==> config.mk <==
export PLATFORM = sky130hd
export DESIGN_NAME = mul_seq_unit_flat
export DESIGN_NICKNAME = d
export VERILOG_FILES = /design/src/rtl/mul_pkg.sv /design/src/rtl/mul_seq_unit_if.sv /design/src/rtl/mul_shift_add_core.sv /design/src/rtl/mul_seq_unit.sv /design/src/flat_wrapper.sv
export SDC_FILE = /design/constraint.sdc
export NUM_CORES = 1
export LEC_CHECK = 0
export BUFFER_PORTS_ARGS = -buffer_cell sky130_fd_sc_hd__buf_2
export CORE_MARGIN = 2
export CORE_UTILIZATION = 33
export DETAILED_ROUTE_END_ITERATION = 16
export GPL_TIMING_DRIVEN = 1
export SYNTH_ARGS = -nofsm -noshare
export SYNTH_HDL_FRONTEND = slang
export SYNTH_HIERARCHICAL = 1
export SYNTH_SLANG_ARGS = --single-unit
==> constraint.sdc <==
create_clock -name in_clk -period 4.45 [get_ports in_clk]
set_clock_uncertainty 0.2 [all_clocks]
set_input_delay 0.6675 -clock in_clk [delete_from_list [all_inputs] [get_ports in_clk]]
set_output_delay 0.6675 -clock in_clk [all_outputs]
set_load 0.02 [all_outputs]
==> src/rtl/mul_pkg.sv <==
// Shared definitions for the sequential shift-add multiplier: the
// controller state encoding, datapath widths and the hardwired-zero
// register index.
package mul_pkg;

    localparam int DATA_W    = 32;
    localparam int ITER      = 32;
    localparam int REG_IDX_W = 5;

    // Register file entry 0 reads as zero, so a write to it is suppressed.
    localparam logic [REG_IDX_W-1:0] R0 = 5'd0;

    typedef enum logic [1:0] {
        IDLE = 2'd0,
        RUN  = 2'd1,
        WB   = 2'd2
    } mul_state_e;

endpackage

==> src/rtl/mul_seq_unit_if.sv <==
// Operand/writeback bundle between the register file side (master) and
// the multiplier (slave). Names follow the register file port naming:
// PA/PB read data, PC write data, SC write select, RFL write strobe.
interface mul_seq_unit_if #(
    parameter int DATA_W = 32
);
    logic                              in_start;
    logic [DATA_W-1:0]                 in_PA;
    logic [DATA_W-1:0]                 in_PB;
    logic [mul_pkg::REG_IDX_W-1:0]     in_SC;
    logic                              in_signed;
    logic [DATA_W-1:0]                 out_PC;
    logic [mul_pkg::REG_IDX_W-1:0]     out_SC;
    logic                              out_RFL;
    logic                              out_busy;
    logic                              out_done;
    logic                              out_ovf;

    modport master (
        output in_start, in_PA, in_PB, in_SC, in_signed,
        input  out_PC, out_SC, out_RFL, out_busy, out_done, out_ovf
    );

    modport slave (
        input  in_start, in_PA, in_PB, in_SC, in_signed,
        output out_PC, out_SC, out_RFL, out_busy, out_done, out_ovf
    );
endinterface

==> src/rtl/mul_shift_add_core.sv <==
// Shift-add datapath: 65-bit product register {carry, high, low},
// 33-bit adder and iteration counter. One iteration per cycle while
// step is high. prod_next is the product after the current iteration, so
// the controller can register the final result on the same edge that
// performs the last iteration.
module mul_shift_add_core #(
    parameter int DATA_W = 32,
    parameter int CNT_W  = 6
) (
    input  logic                  clk,
    input  logic                  rst_n,
    input  logic                  load,
    input  logic                  step,
    input  logic [DATA_W-1:0]     mcand,
    input  logic [DATA_W-1:0]     mplier,
    output logic [2*DATA_W-1:0]   prod_next,
    output logic                  last
);

    logic [2*DATA_W:0] p_q, p_d, p_step_s;
    logic [DATA_W:0]   sum_s;
    logic [CNT_W-1:0]  cnt_q, cnt_d;

    // One add-then-shift iteration, and the next-state selection.
    always_comb begin
        if (p_q[0]) begin
            sum_s = {1'b0, p_q[2*DATA_W-1:DATA_W]} + {1'b0, mcand};
        end else begin
            sum_s = p_q[2*DATA_W:DATA_W];
        end
        p_step_s  = {1'b0, sum_s, p_q[DATA_W-1:1]};
        prod_next = p_step_s[2*DATA_W-1:0];
        last      = (cnt_q == CNT_W'(mul_pkg::ITER - 1));

        if (load) begin
            p_d   = {{(DATA_W+1){1'b0}}, mplier};
            cnt_d = {CNT_W{1'b0}};
        end else if (step) begin
            p_d   = p_step_s;
            cnt_d = cnt_q + CNT_W'(1);
        end else begin
            p_d   = p_q;
            cnt_d = cnt_q;
        end
    end

    // Product register and iteration counter.
    always_ff @(posedge clk or negedge rst_n) begin
        if (!rst_n) begin
            p_q   <= {(2*DATA_W+1){1'b0}};
            cnt_q <= {CNT_W{1'b0}};
        end else begin
            p_q   <= p_d;
            cnt_q <= cnt_d;
        end
    end

endmodule

==> src/rtl/mul_seq_unit.sv <==
// Sequential 32x32 multiplier with register file writeback.
// IDLE -> RUN (32 iterations) -> WB (one-cycle write strobe) -> IDLE.
// Optional feature macro: MUL_SIGNED_EN enables signed operation on
// in_signed (magnitude multiply, negate on RUN->WB, signed overflow rule).
module mul_seq_unit #(
    parameter int DATA_W = 32,
    parameter int CNT_W  = 6
) (
    input  logic          in_clk,
    input  logic          in_rst_n,
    mul_seq_unit_if.slave bus
);
    import mul_pkg::*;

    mul_state_e state_q, state_d;

    logic [DATA_W-1:0]    mcand_q, mcand_d;
    logic [REG_IDX_W-1:0] sc_q, sc_d;
    logic [DATA_W-1:0]    pc_q, pc_d;
    logic [REG_IDX_W-1:0] sc_out_q, sc_out_d;
    logic                 rfl_q, rfl_d;
    logic                 busy_q, busy_d;
    logic                 done_q, done_d;
    logic                 ovf_q, ovf_d;

    logic                 load_s, step_s, last_s, ovf_s;
    logic [DATA_W-1:0]    mcand_mag_s, mplier_mag_s;
    logic [2*DATA_W-1:0]  prod_s, final_s;

    mul_shift_add_core #(
        .DATA_W (DATA_W),
        .CNT_W  (CNT_W)
    ) u_core (
        .clk       (in_clk),
        .rst_n     (in_rst_n),
        .load      (load_s),
        .step      (step_s),
        .mcand     (mcand_q),
        .mplier    (mplier_mag_s),
        .prod_next (prod_s),
        .last      (last_s)
    );

`ifdef MUL_SIGNED_EN
    logic signed_q, signed_d;
    logic neg_q, neg_d;
    logic a_neg_s, b_neg_s;

    // Operand magnitudes, sign capture, result negation and overflow rule.
    always_comb begin
        a_neg_s      = bus.in_signed & bus.in_PA[DATA_W-1];
        b_neg_s      = bus.in_signed & bus.in_PB[DATA_W-1];
        mcand_mag_s  = a_neg_s ? ({DATA_W{1'b0}} - bus.in_PA) : bus.in_PA;
        mplier_mag_s = b_neg_s ? ({DATA_W{1'b0}} - bus.in_PB) : bus.in_PB;
        if (load_s) begin
            signed_d = bus.in_signed;
            neg_d    = a_neg_s ^ b_neg_s;
        end else begin
            signed_d = signed_q;
            neg_d    = neg_q;
        end
        final_s = neg_q ? ({(2*DATA_W){1'b0}} - prod_s) : prod_s;
        if (signed_q) begin
            ovf_s = (final_s[2*DATA_W-1:DATA_W] != {DATA_W{final_s[DATA_W-1]}});
        end else begin
            ovf_s = (final_s[2*DATA_W-1:DATA_W] != {DATA_W{1'b0}});
        end
    end

    // Signed-mode capture registers.
    always_ff @(posedge in_clk or negedge in_rst_n) begin
        if (!in_rst_n) begin
            signed_q <= 1'b0;
            neg_q    <= 1'b0;
        end else begin
            signed_q <= signed_d;
            neg_q    <= neg_d;
        end
    end
`else
    logic unused_signed_s;
    assign unused_signed_s = bus.in_signed;

    // Unsigned only: operands pass straight through, unsigned overflow rule.
    always_comb begin
        mcand_mag_s  = bus.in_PA;
        mplier_mag_s = bus.in_PB;
        final_s      = prod_s;
        ovf_s        = (final_s[2*DATA_W-1:DATA_W] != {DATA_W{1'b0}});
    end
`endif

    // Controller next state, operand capture and writeback outputs.
    always_comb begin
        state_d  = state_q;
        mcand_d  = mcand_q;
        sc_d     = sc_q;
        pc_d     = pc_q;
        sc_out_d = sc_out_q;
        rfl_d    = 1'b0;
        done_d   = 1'b0;
        busy_d   = busy_q;
        ovf_d    = ovf_q;
        load_s   = 1'b0;
        step_s   = 1'b0;
        case (state_q)
            IDLE: begin
                if (bus.in_start) begin
                    state_d = RUN;
                    mcand_d = mcand_mag_s;
                    sc_d    = bus.in_SC;
                    busy_d  = 1'b1;
                    ovf_d   = 1'b0;
                    load_s  = 1'b1;
                end else begin
                    state_d = IDLE;
                end
            end
            RUN: begin
                step_s = 1'b1;
                if (last_s) begin
                    state_d  = WB;
                    pc_d     = final_s[DATA_W-1:0];
                    sc_out_d = sc_q;
                    rfl_d    = (sc_q != R0);
                    done_d   = 1'b1;
                    ovf_d    = ovf_s;
                end else begin
                    state_d = RUN;
                end
            end
            WB: begin
                state_d = IDLE;
                busy_d  = 1'b0;
            end
            default: begin
                state_d = IDLE;
                busy_d  = 1'b0;
            end
        endcase
    end

    // Controller state and registered outputs.
    always_ff @(posedge in_clk or negedge in_rst_n) begin
        if (!in_rst_n) begin
            state_q  <= IDLE;
            mcand_q  <= {DATA_W{1'b0}};
            sc_q     <= {REG_IDX_W{1'b0}};
            pc_q     <= {DATA_W{1'b0}};
            sc_out_q <= {REG_IDX_W{1'b0}};
            rfl_q    <= 1'b0;
            busy_q   <= 1'b0;
            done_q   <= 1'b0;
            ovf_q    <= 1'b0;
        end else begin
            state_q  <= state_d;
            mcand_q  <= mcand_d;
            sc_q     <= sc_d;
            pc_q     <= pc_d;
            sc_out_q <= sc_out_d;
            rfl_q    <= rfl_d;
            busy_q   <= busy_d;
            done_q   <= done_d;
            ovf_q    <= ovf_d;
        end
    end

    assign bus.out_PC   = pc_q;
    assign bus.out_SC   = sc_out_q;
    assign bus.out_RFL  = rfl_q;
    assign bus.out_busy = busy_q;
    assign bus.out_done = done_q;
    assign bus.out_ovf  = ovf_q;

endmodule

==> src/flat_wrapper.sv <==
// flat-port wrapper written by rule: the top's interface ports become plain ports
module mul_seq_unit_flat import mul_pkg::*;
#(
    parameter int DATA_W = 32,
    parameter int CNT_W  = 6
)
  (in_clk, in_rst_n, bus_in_start, bus_in_PA, bus_in_PB, bus_in_SC, bus_in_signed, bus_out_PC, bus_out_SC, bus_out_RFL, bus_out_busy, bus_out_done, bus_out_ovf);
  mul_seq_unit_if #(.DATA_W(DATA_W)) bus_i ();
  input  logic in_clk;
  input  logic in_rst_n;
  input wire logic [$bits(bus_i.in_start)-1:0] bus_in_start;
  input wire logic [$bits(bus_i.in_PA)-1:0] bus_in_PA;
  input wire logic [$bits(bus_i.in_PB)-1:0] bus_in_PB;
  input wire logic [$bits(bus_i.in_SC)-1:0] bus_in_SC;
  input wire logic [$bits(bus_i.in_signed)-1:0] bus_in_signed;
  output wire logic [$bits(bus_i.out_PC)-1:0] bus_out_PC;
  output wire logic [$bits(bus_i.out_SC)-1:0] bus_out_SC;
  output wire logic [$bits(bus_i.out_RFL)-1:0] bus_out_RFL;
  output wire logic [$bits(bus_i.out_busy)-1:0] bus_out_busy;
  output wire logic [$bits(bus_i.out_done)-1:0] bus_out_done;
  output wire logic [$bits(bus_i.out_ovf)-1:0] bus_out_ovf;
  assign bus_i.in_start = bus_in_start;
  assign bus_i.in_PA = bus_in_PA;
  assign bus_i.in_PB = bus_in_PB;
  assign bus_i.in_SC = bus_in_SC;
  assign bus_i.in_signed = bus_in_signed;
  assign bus_out_PC = bus_i.out_PC;
  assign bus_out_SC = bus_i.out_SC;
  assign bus_out_RFL = bus_i.out_RFL;
  assign bus_out_busy = bus_i.out_busy;
  assign bus_out_done = bus_i.out_done;
  assign bus_out_ovf = bus_i.out_ovf;
  mul_seq_unit #(.DATA_W(DATA_W), .CNT_W(CNT_W)) u_core (.in_clk(in_clk), .in_rst_n(in_rst_n), .bus(bus_i));
endmodule
; ---- After elaboration in Yosys (flattened, before gate mapping)
; Cells that the tools add are included.
[word_totals]
ff_bits = 151
wordCells = 47
[classes]
add_sub_neg = 2
eq_ne = 4
n_mux = 20
n_bitwise = 1
reduce_logical = 9
[ops]
columns = cell, count
row1 = $mux W65, 2
row2 = $add A32 B32 Y33, 1
row3 = $mux W33, 1
row4 = $reduce_bool A32 Y1, 1
row5 = $mux W6, 2
row6 = $mux W1, 11
row7 = $add A6 B1 Y6 const B, 1
row8 = $eq A6 B5 Y1 const B, 1
row9 = $reduce_and A2 Y1, 3
row10 = $reduce_bool A5 Y1, 1
row11 = $pmux W1 S2, 2
row12 = $pmux W2 S2, 1
row13 = $reduce_bool A2 Y1, 2
row14 = $reduce_and A3 Y1, 1
row15 = $eq A2 B1 Y1 const B, 1
row16 = $logic_not A2 Y1, 1
row17 = $mux W2, 1
row18 = $ne A2 B1 Y1 const B, 1
row19 = $ne A2 B2 Y1 const B, 1
row20 = $not A1 Y1, 1

; ---- Depth between registers and ports, before layout
[depth]
depth_word = 5
depth_mapped = 14

; ---- Hierarchy
; Netlist, hierarchy kept.
[modules_own_cells]
columns = mod, n_inst, cells_per_inst, area_each_um2, seq_area_each_um2
row1 = mul_shift_add_core, 1, 631, 5485.3, 1751.7
row2 = mul_seq_unit, 1, 184, 3104.2, 1976.9

; ---- Worst setup path after synthesis
; No wires, ideal clock.
[synth_path]
kind = reg-to-reg
from = register u_core.mcand_q[0]
to = register u_core.ovf_q, in the netlist u_core/bus.out_ovf
arrival_ps = 3230
required_time_ps = 4123
slack_ps = 893
stages_incl_launch_ff = 15
n_path_buf = 0
path_cell_list = dfrtp_1 > ha_1 > fa_1 > a21o_1 > a221oi_2 > o21bai_2 > a311o_2 > a31oi_4 > o31a_4 > o31ai_2 > xor2_1 > mux2_2 > nor4_1 > and4_1 > a31oi_1
[synth_between]
elab_chain_len = 5
[synth_rtl]
columns = element, line
row1 = from (decl), mul_seq_unit.sv:17  ; logic [DATA_W-1:0] mcand_q, mcand_d;
row2 = from (signal assigned), mul_seq_unit.sv:147  ; mcand_q <= {DATA_W{1'b0}};
row3 = from (signal assigned), mul_seq_unit.sv:157  ; mcand_q <= mcand_d;
row4 = $add A32 B32 Y33, mul_shift_add_core.sv:27  ; sum_s = {1'b0, p_q[2*DATA_W-1:DATA_W]} + {1'b0, mcand};
row5 = $mux W33, mul_shift_add_core.sv:26  ; if (p_q[0]) begin
row6 = via u_core.final_s[61], mul_seq_unit.sv:28  ; logic [2*DATA_W-1:0] prod_s, final_s;
row7 = $reduce_bool A32 Y1, mul_seq_unit.sv:89  ; ovf_s = (final_s[2*DATA_W-1:DATA_W] != {DATA_W{1'b0}});
row8 = $mux W1, mul_seq_unit.sv:121  ; if (last_s) begin
row9 = $pmux W1 S2, mul_seq_unit.sv:106  ; case (state_q)
row10 = to (signal assigned), mul_seq_unit.sv:164  ; ovf_q <= ovf_d;
row11 = to (decl), mul_seq_unit.sv:24  ; logic ovf_q, ovf_d;
; The timed path passes the listed nets, and every way through them passes these cells. The select of a mux whose other input is x is not followed.
; A chain may end at the register's enable or synchronous reset.

; ---- Worst setup path in the final report
[layout_path]
from = register u_core.mcand_q[1]
to = register u_core.ovf_q, in the netlist u_core/bus.out_ovf
; The elaborated chain is that of the path after synthesis.

==> results_tabular.tex <==
\begin{tabular}{lr}
\hline
Metric & Value \\
\hline
\multicolumn{2}{l}{\textbf{Timing}} \\
\quad Setup violation total in the final timing report & 0 \\
\quad Fin Setup TNS & 0 ps \\
\quad Number of max-slew violations in the final report & 0 \\
\quad Final Hold Fails & 0 \\
\quad Share of the clock period used by the worst path after layout & 88.1\% \\
\quad Setup repair after global routing missed its margin & no \\
\quad Achievable clock frequency & 255 MHz \\
\quad Min Clock Period, post-route & between 3000 and 4000 ps \\
\quad Relative max-transition margin & 40.1\% \\
\quad Min setup slack post-route & between 500 and 600 ps \\
\quad Transition time at the pin with the least slew margin & approximately 900 ps \\
\multicolumn{2}{l}{\textbf{Synth}} \\
\quad Area share of the largest cell type after synthesis & 43.4\% \\
\quad Post-synthesis sequential area ratio & between 40 and 50\% \\
\quad Gate Count Post-Synth & slightly above 800 \\
\quad Top post-synthesis cells by count & dfrtp\_1, mux2\_2, nand2\_1 \\
\quad Synthesized Nets & 922 \\
\quad FF+latch count, synth & about 150 \\
\quad Leading register cell type out of synthesis & dfrtp\_1 \\
\quad Average cell area after synthesis & $\sim$11 um2 \\
\quad Count of synthesis-stage warnings from yosys & 6 \\
\quad Count of flip-flops with a built-in enable after synthesis & 0 \\
\quad Area leader, netlist & dfrtp\_1 \\
\quad Synth Cell Area & about 8600 um2 \\
\quad Top cells by area, synth & dfrtp\_1, mux2\_2, mux2i\_1 \\
\quad Fraction of registers with async set or reset after synthesis & between 90\% and 100\% \\
\quad Netlist cell types & 67 \\
\quad Most instantiated library cell after synthesis & dfrtp\_1 \\
\multicolumn{2}{l}{\textbf{Pwr}} \\
\quad Leak & about 0.0048 uW \\
\quad Switching power & 3700 uW \\
\quad VDD IR max & around 0.3 mV \\
\quad Overall power consumption & 8810 uW \\
\quad Ratio of total power to cell area & between 800 and 900 nW/um2 \\
\quad Net switching share of the total power & between 40\% and 50\% \\
\quad Proportion of power drawn by the clock network & 17.2\% \\
\quad Proportion of power drawn by combinational gates & 55.2\% \\
\quad Flop pwr share & 27.6\% \\
\quad Internal power & roughly 5100 uW \\
\multicolumn{2}{l}{\textbf{Critical path}} \\
\quad Highest net fanout along the worst path & 4 \\
\quad Worst EP required & between 4000 and 5000 ps \\
\quad Slowest stage delay, CP & 530 ps \\
\quad Slowest stage cell on the critical path & or4\_1 \\
\quad Buffer and inverter count on the worst path & 0 \\
\quad Endpoint kind of the worst setup timing path & flip-flop \\
\quad Delay-heaviest family, CP & compound AO/OA/AOI/OAI gates \\
\quad Nature of the critical path startpoint & flip-flop \\
\quad Dominant cell type by count on the critical path & a31oi\_1 \\
\quad Critical path class & reg2reg \\
\quad Critical path data arrival time & 4020 ps \\
\quad Cell Chain, Critical Path & ha\_1 -> a211oi\_1 -> o21bai\_2 -> o211ai\_2 -> a31oi\_1 -> a221oi\_2 -> o211ai\_1 -> or4\_1 -> nand4\_1 -> nand2\_1 -> nor4\_1 -> and4\_1 -> a31oi\_1 \\
\multicolumn{2}{l}{\textbf{Final layout}} \\
\quad Antenna fix cells & 0 \\
\quad Finished Layout Cells & between 1000 and 1500 \\
\quad Fraction of layout instances using a drive strength above 1 & a little under 30\% \\
\quad Final nets & a little under 1000 \\
\quad Syn-to-layout area delta & 14.2\% \\
\quad Utilization of the core after routing & roughly 38\% \\
\multicolumn{2}{l}{\textbf{GRT}} \\
\quad Vias in the first global route & roughly 6000 \\
\quad Initial antenna violation count & 1 \\
\quad Global-route wire length before repair & between 30000 and 40000 um \\
\quad Overall global routing resource usage & roughly 14\% \\
\quad Maximum number of pins on one net before global-route repair & 93 \\
\quad Total congestion overflow & 0 \\
\multicolumn{2}{l}{\textbf{Drt}} \\
\quad Antenna violation net count after detailed routing & 0 \\
\quad Final routed DRC violation total & 0 \\
\quad Detailed router's first-iteration violation count & 301 \\
\quad Aggregate routed wire length & slightly below 20000 um \\
\quad Count of vias placed by the detailed router & 6129 \\
\quad Routed via count divided by cell count & $\sim$5 \\
\quad DR WL/cell & 15.7 um \\
\quad Number of iterations in the first detailed-routing pass & 4 \\
\multicolumn{2}{l}{\textbf{Placement}} \\
\quad DP Worst Slack & 514 ps \\
\quad I/O Buffers & $\sim$110 \\
\quad Placed cells & between 1000 and 1500 \\
\quad HPWL after DPL & 13600 um \\
\quad Final RePlAce weighted congestion & approximately 0.86 \\
\multicolumn{2}{l}{\textbf{Floorplanning}} \\
\quad X dimension of the die & between 150 and 200 um \\
\quad Count of standard-cell rows & 59 \\
\quad Initial cell density of the core & between 30\% and 40\% \\
\quad Die height & roughly 170 um \\
\quad Area enclosed by the die boundary & 27300 um2 \\
\quad Boundary Pins & approximately 110 \\
\quad Core area & around 26000 um2 \\
\multicolumn{2}{l}{\textbf{Status}} \\
\quad Outcome & finished clean \\
\multicolumn{2}{l}{\textbf{Clock network}} \\
\quad CTS Hold Buffers Added & 0 \\
\quad Post-cts resize count & 0 \\
\quad TritonCTS clock tree & yes \\
\quad TritonCTS Buffers & 17 \\
\quad Maximum clock insertion buffer count & 2 \\
\quad Clock Sinks & roughly 150 \\
\quad Clock-pin slew reported for the worst setup and hold paths after clock tree synthesis & roughly 60 ps \\
\quad Master cell of the clock root buffer & clkbuf\_16 \\
\quad H-Tree Level Count & 4 \\
\quad Count of buffers added by post-CTS timing repair for setup & 0 \\
\quad Worst-skew pair later-pin latency & between 400 and 500 ps \\
\multicolumn{2}{l}{\textbf{Job}} \\
\quad Max-cap violations & 0 \\
\multicolumn{2}{l}{\textbf{Min path}} \\
\quad Worst Hold Class & in2async \\
\hline
\end{tabular}
flip-flops by register name (all words and copies together) (netlist names), 5 cells and up:
register	flops
u_core/u_core/p_q	64
u_core/bus.out_PC	32
u_core/mcand_q	32
u_core/u_core/cnt_q	6
u_core/bus.out_SC	5
u_core/sc_q	5
layout make-up:
class / instances / area, um2
Fill cell: 2638 / 16000
Multi-Input combinational cell: 573 / 4340
Sequential cell: 149 / 3730
Timing Repair Buffer: 122 / 654
Clock buffer: 20 / 447
Tap cell: 335 / 419
Clock inverter: 12 / 170
Inverter: 13 / 48.8
worst paths after layout:
check | start | cells past startpoint | slack [ps] | end
min in group in_clk | bus_in_PB[1] | 3 | 240 | u_core/u_core/p_q[1]$_DFFE_PN0P_
setup reg to reg | u_core/mcand_q[1]$_DFFE_PN0P_ | 13 | 530 | u_core/bus.out_ovf$_DFFE_PN0P_
setup / recovery | u_core/mcand_q[1]$_DFFE_PN0P_ | 13 | 530 | u_core/bus.out_ovf$_DFFE_PN0P_
hold / removal | in_rst_n | 1 | 110 | u_core/bus.out_PC[6]$_DFFE_PN0P_
max in group asynchronous | in_rst_n | 2 | 2950 | u_core/mcand_q[12]$_DFFE_PN0P_
hold reg to reg | u_core/bus.out_PC[20]$_DFFE_PN0P_ | 1 | 300 | u_core/bus.out_PC[20]$_DFFE_PN0P_
placed cells by master (no fill, tap or decap), types with 6 or more instances in the layout:
| cell | count |
|---|---|
| mux2i_1 | 50 |
| a311oi_1 | 6 |
| nor2b_1 | 6 |
| o21a_1 | 12 |
| nand2b_1 | 8 |
| nand3_1 | 10 |
| a31oi_1 | 8 |
| nor4_1 | 9 |
| buf_2 | 111 |
| nand4_1 | 11 |
| mux2_4 | 11 |
| xor2_1 | 10 |
| nor3_1 | 6 |
| dfrtp_1 | 149 |
| xnor2_1 | 20 |
| a21oi_1 | 33 |
| o21ai_0 | 49 |
| clkbuf_16 | 17 |
| nor2_1 | 66 |
| mux2_2 | 82 |
| inv_1 | 12 |
| buf_4 | 9 |
| nand2_1 | 69 |
| ha_1 | 33 |
| a21o_1 | 17 |
per-stage QoR:
| stage | instance area, um2 | hold slack, ps |
|---|---|---|
| 2_1_floorplan | 8590 | 172 |
| 3_3_place_gp | 9190 | 278 |
| 3_5_place_dp | 9190 | 291 |
| 4_1_cts | 9810 | 151 |
| 5_1_grt | 9810 | 188 |
| 6_report | 9810 | 110 |
cell families after synthesis:
logic type / synth area share, %
adder cells (fa/ha/maj): 5.04
AO/OA/AOI/OAI: 12.2
flip-flops: 43.4
XOR/XNOR: 3.06
multiplexers: 18.9
buffers and inverters: 6.12
AND/OR/NAND/NOR: 11.2
power by group through the flow:
stage,registers (uW),logic [uW],clock network (uW)
after floorplan,2420,3950,0
after global placement,2450,4770,0
after detailed placement,2470,4820,0
after CTS,2450,4860,1560
after global routing,2530,5420,1620
final,2430,4860,1520
worst register-to-register path: cells and delay by family, from the launching register on:
| kind | cells | cell delay (ps) |
|---|---|---|
| flip-flops | 1 | 410 |
| AND/OR/NAND/NOR | 5 | 1230 |
| AO/OA/AOI/OAI | 7 | 1610 |
| adder cells (fa/ha/maj) | 1 | 330 |
metal layers:
metal	up-vias	routed length [um]	global-route usage, %
met3	20	685	2.92
met5	-	16	0
met1	3014	8950	19.1
met4	2	342	5.21
li1	2990	-	-
met2	103	9280	23.6
(Power assumes the default switching activity.)
